**config.mk**
```make
export PLATFORM = sky130hd
export DESIGN_NAME = sort_arbiter
export DESIGN_NICKNAME = d
export VERILOG_FILES = /design/src/rtl/sort_arb_pkg.sv /design/src/rtl/sort_tag_fifo.sv /design/src/rtl/sort_arbiter.sv
export SDC_FILE = /design/constraint.sdc
export NUM_CORES = 1
export LEC_CHECK = 0
export CAP_MARGIN = 20
export CORE_AREA = 2 2 282 284
export CTS_CLUSTER_DIAMETER = 120
export DETAILED_ROUTE_END_ITERATION = 8
export DIE_AREA = 0 0 284 286
export GPL_TIMING_DRIVEN = 1
export PLACE_DENSITY = 0.43
export RECOVER_POWER = 50
export SLEW_MARGIN = 30
export SYNTH_ARGS = -nofsm -noshare
export SYNTH_HDL_FRONTEND = slang
export SYNTH_SLANG_ARGS = --single-unit
```
**constraint.sdc**
```tcl
create_clock -name clk_i -period 6.7 [get_ports clk_i]
set_clock_uncertainty 0.15 [all_clocks]
set_input_delay 0.67 -clock clk_i [delete_from_list [all_inputs] [get_ports clk_i]]
set_output_delay 0.67 -clock clk_i [all_outputs]
set_load 0.03 [all_outputs]
```
**src/rtl/sort_arb_pkg.sv**
```systemverilog
// Shared types and default sizing for the sorting-network arbiter.
// The typedefs describe the default configuration; modules re-derive widths from their parameters.
package sort_arb_pkg;

    localparam int NUMBER_WIDTH_DEF   = 10;
    localparam int NUMBERS_AMOUNT_DEF = 10;
    localparam int REQ_CNT_DEF        = 4;
    localparam int MAX_INFLIGHT_DEF   = 8;

    typedef logic [NUMBER_WIDTH_DEF-1:0]        number_t;
    typedef number_t [NUMBERS_AMOUNT_DEF-1:0]   vector_t;
    typedef logic [$clog2(REQ_CNT_DEF)-1:0]     req_id_t;

    // Round-robin candidate index: 'offset' positions after 'base', modulo n.
    function automatic int rr_index(input int base, input int offset, input int n);
        return (base + offset) % n;
    endfunction

endpackage

```
**src/rtl/sort_tag_fifo.sv**
```systemverilog
// Requester-ID FIFO tracking vectors in flight through the sorting network.
// Head entry is readable combinationally so a returning result can be steered in the same cycle.
module sort_tag_fifo
    import sort_arb_pkg::*;
#(
    parameter int DEPTH = MAX_INFLIGHT_DEF,
    parameter int WIDTH = $bits(req_id_t)
) (
    input  logic                     clk_i,
    input  logic                     rst_i,
    input  logic                     push_i,
    input  logic [WIDTH-1:0]         push_data_i,
    input  logic                     pop_i,
    output logic [WIDTH-1:0]         pop_data_o,
    output logic                     full_o,
    output logic                     empty_o,
    output logic [$clog2(DEPTH):0]   count_o
);

    localparam int PW = $clog2(DEPTH);

    logic [WIDTH-1:0] mem_q [DEPTH];
    logic [PW-1:0]    wr_ptr_q, wr_ptr_d;
    logic [PW-1:0]    rd_ptr_q, rd_ptr_d;
    logic [PW:0]      count_q, count_d;
    logic             do_push, do_pop;

    assign full_o     = (count_q == (PW+1)'(DEPTH));
    assign empty_o    = (count_q == '0);
    assign count_o    = count_q;
    assign pop_data_o = mem_q[rd_ptr_q];

    // Pointers are PW bits wide, so wrapping modulo DEPTH is implicit.
    always_comb begin
        do_push  = push_i && !full_o;
        do_pop   = pop_i && !empty_o;
        wr_ptr_d = wr_ptr_q + PW'(do_push);
        rd_ptr_d = rd_ptr_q + PW'(do_pop);
        count_d  = count_q + (PW+1)'(do_push) - (PW+1)'(do_pop);
    end

    always_ff @(posedge clk_i or posedge rst_i) begin
        if (rst_i) begin
            wr_ptr_q <= '0;
            rd_ptr_q <= '0;
            count_q  <= '0;
        end else begin
            wr_ptr_q <= wr_ptr_d;
            rd_ptr_q <= rd_ptr_d;
            count_q  <= count_d;
        end
    end

    always_ff @(posedge clk_i) begin
        if (do_push) begin
            mem_q[wr_ptr_q] <= push_data_i;
        end
    end

endmodule

```
**src/rtl/sort_arbiter.sv**
```systemverilog
// Round-robin front end sharing one fixed-latency sorting network among several requesters.
// Results are steered back to their originator using a FIFO of requester IDs.
module sort_arbiter
    import sort_arb_pkg::*;
#(
    parameter int NUMBER_WIDTH   = NUMBER_WIDTH_DEF,
    parameter int NUMBERS_AMOUNT = NUMBERS_AMOUNT_DEF,
    parameter int REQ_CNT        = REQ_CNT_DEF,
    parameter int MAX_INFLIGHT   = MAX_INFLIGHT_DEF
) (
    input  logic                                                  clk_i,
    input  logic                                                  rst_i,
    input  logic [REQ_CNT-1:0][NUMBERS_AMOUNT-1:0][NUMBER_WIDTH-1:0] req_data_i,
    input  logic [REQ_CNT-1:0]                                    req_valid_i,
    output logic [REQ_CNT-1:0]                                    req_ready_o,
    output logic [NUMBERS_AMOUNT-1:0][NUMBER_WIDTH-1:0]           sn_data_o,
    output logic                                                  sn_valid_o,
    input  logic [NUMBERS_AMOUNT-1:0][NUMBER_WIDTH-1:0]           sn_data_i,
    input  logic                                                  sn_valid_i,
    output logic [NUMBERS_AMOUNT-1:0][NUMBER_WIDTH-1:0]           resp_data_o,
    output logic [REQ_CNT-1:0]                                    resp_valid_o,
    output logic                                                  err_o,
    output logic [$clog2(MAX_INFLIGHT):0]                         inflight_o
);

    localparam int ID_W = $clog2(REQ_CNT);
    localparam int CW   = $clog2(MAX_INFLIGHT) + 1;

    typedef logic [NUMBERS_AMOUNT-1:0][NUMBER_WIDTH-1:0] vec_t;

    logic [ID_W-1:0]    last_q, last_d;
    logic [ID_W-1:0]    cand, win_id, head_tag;
    logic               win_found, grant_ok, accept, pop;
    logic               fifo_full, fifo_empty;
    logic [CW-1:0]      fifo_count;
    vec_t               sn_data_q, sn_data_d;
    vec_t               resp_data_q, resp_data_d;
    logic               sn_valid_q, sn_valid_d;
    logic [REQ_CNT-1:0] resp_valid_q, resp_valid_d;
    logic               err_q, err_d;

    // Walk requesters starting just after the last winner; the first valid one wins.
    always_comb begin
        win_found = 1'b0;
        win_id    = last_q;
        cand      = last_q;
        for (int off = 1; off <= REQ_CNT; off++) begin
            cand = ID_W'(rr_index(int'(last_q), off, REQ_CNT));
            if (!win_found && req_valid_i[cand]) begin
                win_found = 1'b1;
                win_id    = cand;
            end
        end
    end

    // Full is judged on the registered count, so a same-cycle pop never frees a slot early.
    assign grant_ok = win_found && !fifo_full && !rst_i;
    assign accept   = grant_ok;
    assign pop      = sn_valid_i && !fifo_empty;

    for (genvar gi = 0; gi < REQ_CNT; gi++) begin : g_ready
        assign req_ready_o[gi] = grant_ok && (win_id == ID_W'(gi));
    end

    sort_tag_fifo #(
        .DEPTH (MAX_INFLIGHT),
        .WIDTH (ID_W)
    ) u_tag_fifo (
        .clk_i       (clk_i),
        .rst_i       (rst_i),
        .push_i      (accept),
        .push_data_i (win_id),
        .pop_i       (pop),
        .pop_data_o  (head_tag),
        .full_o      (fifo_full),
        .empty_o     (fifo_empty),
        .count_o     (fifo_count)
    );

    always_comb begin
        last_d       = last_q;
        sn_valid_d   = accept;
        sn_data_d    = sn_data_q;
        resp_valid_d = '0;
        resp_data_d  = resp_data_q;
        err_d        = err_q;
        if (accept) begin
            last_d    = win_id;
            sn_data_d = req_data_i[win_id];
        end
        if (pop) begin
            resp_valid_d = REQ_CNT'(1) << head_tag;
            resp_data_d  = sn_data_i;
        end
        // A result with no matching tag is dropped and flagged until reset.
        if (sn_valid_i && fifo_empty) begin
            err_d = 1'b1;
        end
    end

    always_ff @(posedge clk_i or posedge rst_i) begin
        if (rst_i) begin
            last_q       <= ID_W'(REQ_CNT - 1);
            sn_valid_q   <= 1'b0;
            sn_data_q    <= '0;
            resp_valid_q <= '0;
            resp_data_q  <= '0;
            err_q        <= 1'b0;
        end else begin
            last_q       <= last_d;
            sn_valid_q   <= sn_valid_d;
            sn_data_q    <= sn_data_d;
            resp_valid_q <= resp_valid_d;
            resp_data_q  <= resp_data_d;
            err_q        <= err_d;
        end
    end

    assign sn_valid_o   = sn_valid_q;
    assign sn_data_o    = sn_data_q;
    assign resp_valid_o = resp_valid_q;
    assign resp_data_o  = resp_data_q;
    assign err_o        = err_q;
    assign inflight_o   = fifo_count;

endmodule

```
==> summary.txt <==
status = complete, but fails checks
failing checks = capacitance limit, slew limit
worst stage delay on the critical path = 0.76 ns
relative slew slack = -29.7%
area post-placement = 20500 um2
sequential element share of the synthesized area = 48.2%
die boundary height = 286 um
max cap viols = 4
register bit total from synthesis = 234
vias in the first global route = 12800
Finish-stage setup viols = 0
syn avg cell area = 11.8 um2
PnR Total Power = 8.65 mW
all-layer global routing usage = 14.8%
Fill cells = 8227
clk root buf = clkbuf_16
I/O Buffers = 720
Finished Cell Area = 21600 um2
GPL Wtd Cong = 0.812
die area = 81200 um2
first-pass GRT wire length = 91200 um
routed vias = 12200
Iteration-0 DRC Markers = 494
cell taking the most area after synthesis = dfrtp_1
# resized after CTS = 0
Tmin final = 4.51 ns
Worst-path clk slew = 0.06 ns
commonest non-fill, non-tap cell in the layout = clkdlybuf4s50_1
Avg WL per Cell = 23.0 um
number of I/O pins = 721
final hold viol count = 0
core area = 78400 um2
fin. max-slew vios = 148
WL final = 63700 um
Remaining DRCs = 0
crit end category = primary output
PwrDens = 401 nW/um2
count of nets after finishing = 2210
final setup TNS = 0 ns
Cells after DPL = 2710
crit path launch type = input pin
hold crit path type = register to register
initial antenna violation count = 4
Post-CTS Setup Inserts = 0
RSZ-0062 raised after global routing = false
Tightest Pin Transition = 1.94 ns
H-Tree Depth = 1
Synth area leaders = dfrtp_1, mux2_2, mux2_1
Worst EP arrival = 3.69 ns
Static Leak = 8.27 nW
TritonCTS buffer count = 30
antenna viol nets, final = 0
syn_nets = 1561
Chip Width = 284 um
hpwl dp = 46400 um
Crit Path Class = input pin to primary output
total grt overflow = 0
yosys warns = 0
period utilization = 67.3%
slowest CP cell = or2_4
CP Max Fanout = 53
area share of the largest cell type after synthesis = 43.9%
largest net degree at the start of global routing = 104
Clock Latency Late Sink = 0.57 ns
count of cell types in the netlist = 44
Starting Density = 15.7%
Post-Synthesis Cell Area = 12300 um2
Pre-antenna DRT Iters = 5
Avg Vias per Cell = 4.40
CTS tree = yes
Area Overhead vs Synth = 75.1%
share of post-route cells with drive strength above 1 = 11.4%
CTS Sinks = 234
fmax = 222 MHz
cts hold-fix bufs = 0
critical path cell sequence = dlygate4sd3_1, a21o_1, a31oi_1, or2_4, nor2_1, clkdlybuf4s50_1
most frequent cells in the layout = clkdlybuf4s50_1, dfrtp_1, mux2_2
Worst Path Required = 5.88 ns
clk buf depth = 3
post-route insts no fill = 2767
VDD IR max = 0.237 mV
FP Rows = 103
Synth Instances = 1043
-- stage by stage --
| stage | setup slack (ns) | hold WS, ns | util [%] |
|---|---|---|---|
| floorplan | 1.13 | 0.327 | - |
| global placement | 2.24 | 0.339 | 26.2 |
| detailed placement | 2.22 | 0.320 | 26.2 |
| CTS | 2.21 | 0.331 | 27.5 |
| global route | 1.99 | 0.355 | 27.5 |
| finish | 2.19 | 0.331 | 27.5 |
-- logic make-up after synthesis --
group                    share of synthesized area, %
AO/OA/AOI/OAI                                    19.1
flip-flops                                       48.2
multiplexers                                     19.3
buffers and inverters                            5.18
AND/OR/NAND/NOR                                  6.80
adder cells (fa/ha/maj)                          1.18
XOR/XNOR                                        0.284
-- Yosys cell counts, drive strengths merged --
| master | n |
|---|---|
| ha | 10 |
| a21oi | 103 |
| o211ai | 1 |
| dfstp | 2 |
| nor4b | 2 |
| xnor2 | 1 |
| nor4 | 1 |
| xor2 | 3 |
| and3b | 1 |
| or2 | 2 |
| mux4 | 4 |
| o31ai | 100 |
| inv | 13 |
| nand2b | 5 |
| nand2 | 6 |
| mux2i | 2 |
| nand4 | 100 |
| o21a | 1 |
| or4 | 1 |
| nor3b | 2 |
| a221o | 100 |
| mux2 | 201 |
| a31oi | 1 |
| nor2 | 10 |
| buf | 55 |
| nand3b | 2 |
| nor2b | 1 |
| fa | 1 |
| a21boi | 1 |
| o21ai | 1 |
| edfxtp | 16 |
| dfrtp | 216 |
| a31o | 1 |
| nor3 | 4 |
| a21o | 4 |
| clkbuf | 69 |
-- path summary, 6_finish.rpt --
path                                                 start                     endpoint  slack (ns)  depth (start not counted)
hold / removal                           err_o$_DFFE_PP0P_            err_o$_DFFE_PP0P_        0.33                          1
min in group asynchronous                            rst_i    sn_data_o[96]$_DFFE_PP0P_        1.17                          3
setup / recovery                            req_valid_i[1]               req_ready_o[0]        2.19                          6
hold reg to reg                          err_o$_DFFE_PP0P_            err_o$_DFFE_PP0P_        0.33                          1
setup reg to reg           u_tag_fifo.count_o[2]$_DFF_PP0_  resp_data_o[77]$_DFFE_PP0P_        2.92                          6
max in group asynchronous                            rst_i    sn_data_o[44]$_DFFE_PP0P_        2.88                          4
-- sequential cells by signal, summed over array words and instances, names as in the netlist --
signal and cells:
err_o 1, last_q 2, resp_data_o 100, resp_valid_o 4
sn_data_o 100, sn_valid_o 1, u_tag_fifo.count_o 4, u_tag_fifo.mem_q 16
u_tag_fifo.rd_ptr_q 3, u_tag_fifo.wr_ptr_q 3
-- worst max-delay path: cells and delay by family --
| kind | cells | cell delay [ns] |
|---|---|---|
| simple gates | 2 | 0.88 |
| compound gates | 2 | 0.84 |
| buf+inv | 2 | 1.27 |
-- metal layers --
layer | global-route usage, % | routed length, um | vias up
met1 | 17.3 | 25000 | 6080
met4 | 3.24 | 1190 | 2
met3 | 3.38 | 4420 | 66
met5 | 0 | 10 | -
met2 | 27.4 | 33100 | 585
li1 | - | - | 5451
-- where the power goes --
part	switching [mW]	internal, mW
registers	0.335	1.96
clock network	0.666	1.04
logic	2.72	1.94
total	3.72	4.93
-- area by class of cell --
cell class / count / area, um2 / share of cell area, %
clock inverter: 10 / 136 / 0.632
inverter: 13 / 50.0 / 0.232
multi-input combinational: 672 / 5800 / 26.9
sequential: 234 / 5940 / 27.5
clock buffer: 45 / 898 / 4.17
tap: 1050 / 1310 / 6.09
antenna: 2 / 5.00 / 0.0232
timing repair buffer: 741 / 7420 / 34.4
(Power assumes the default switching activity.)
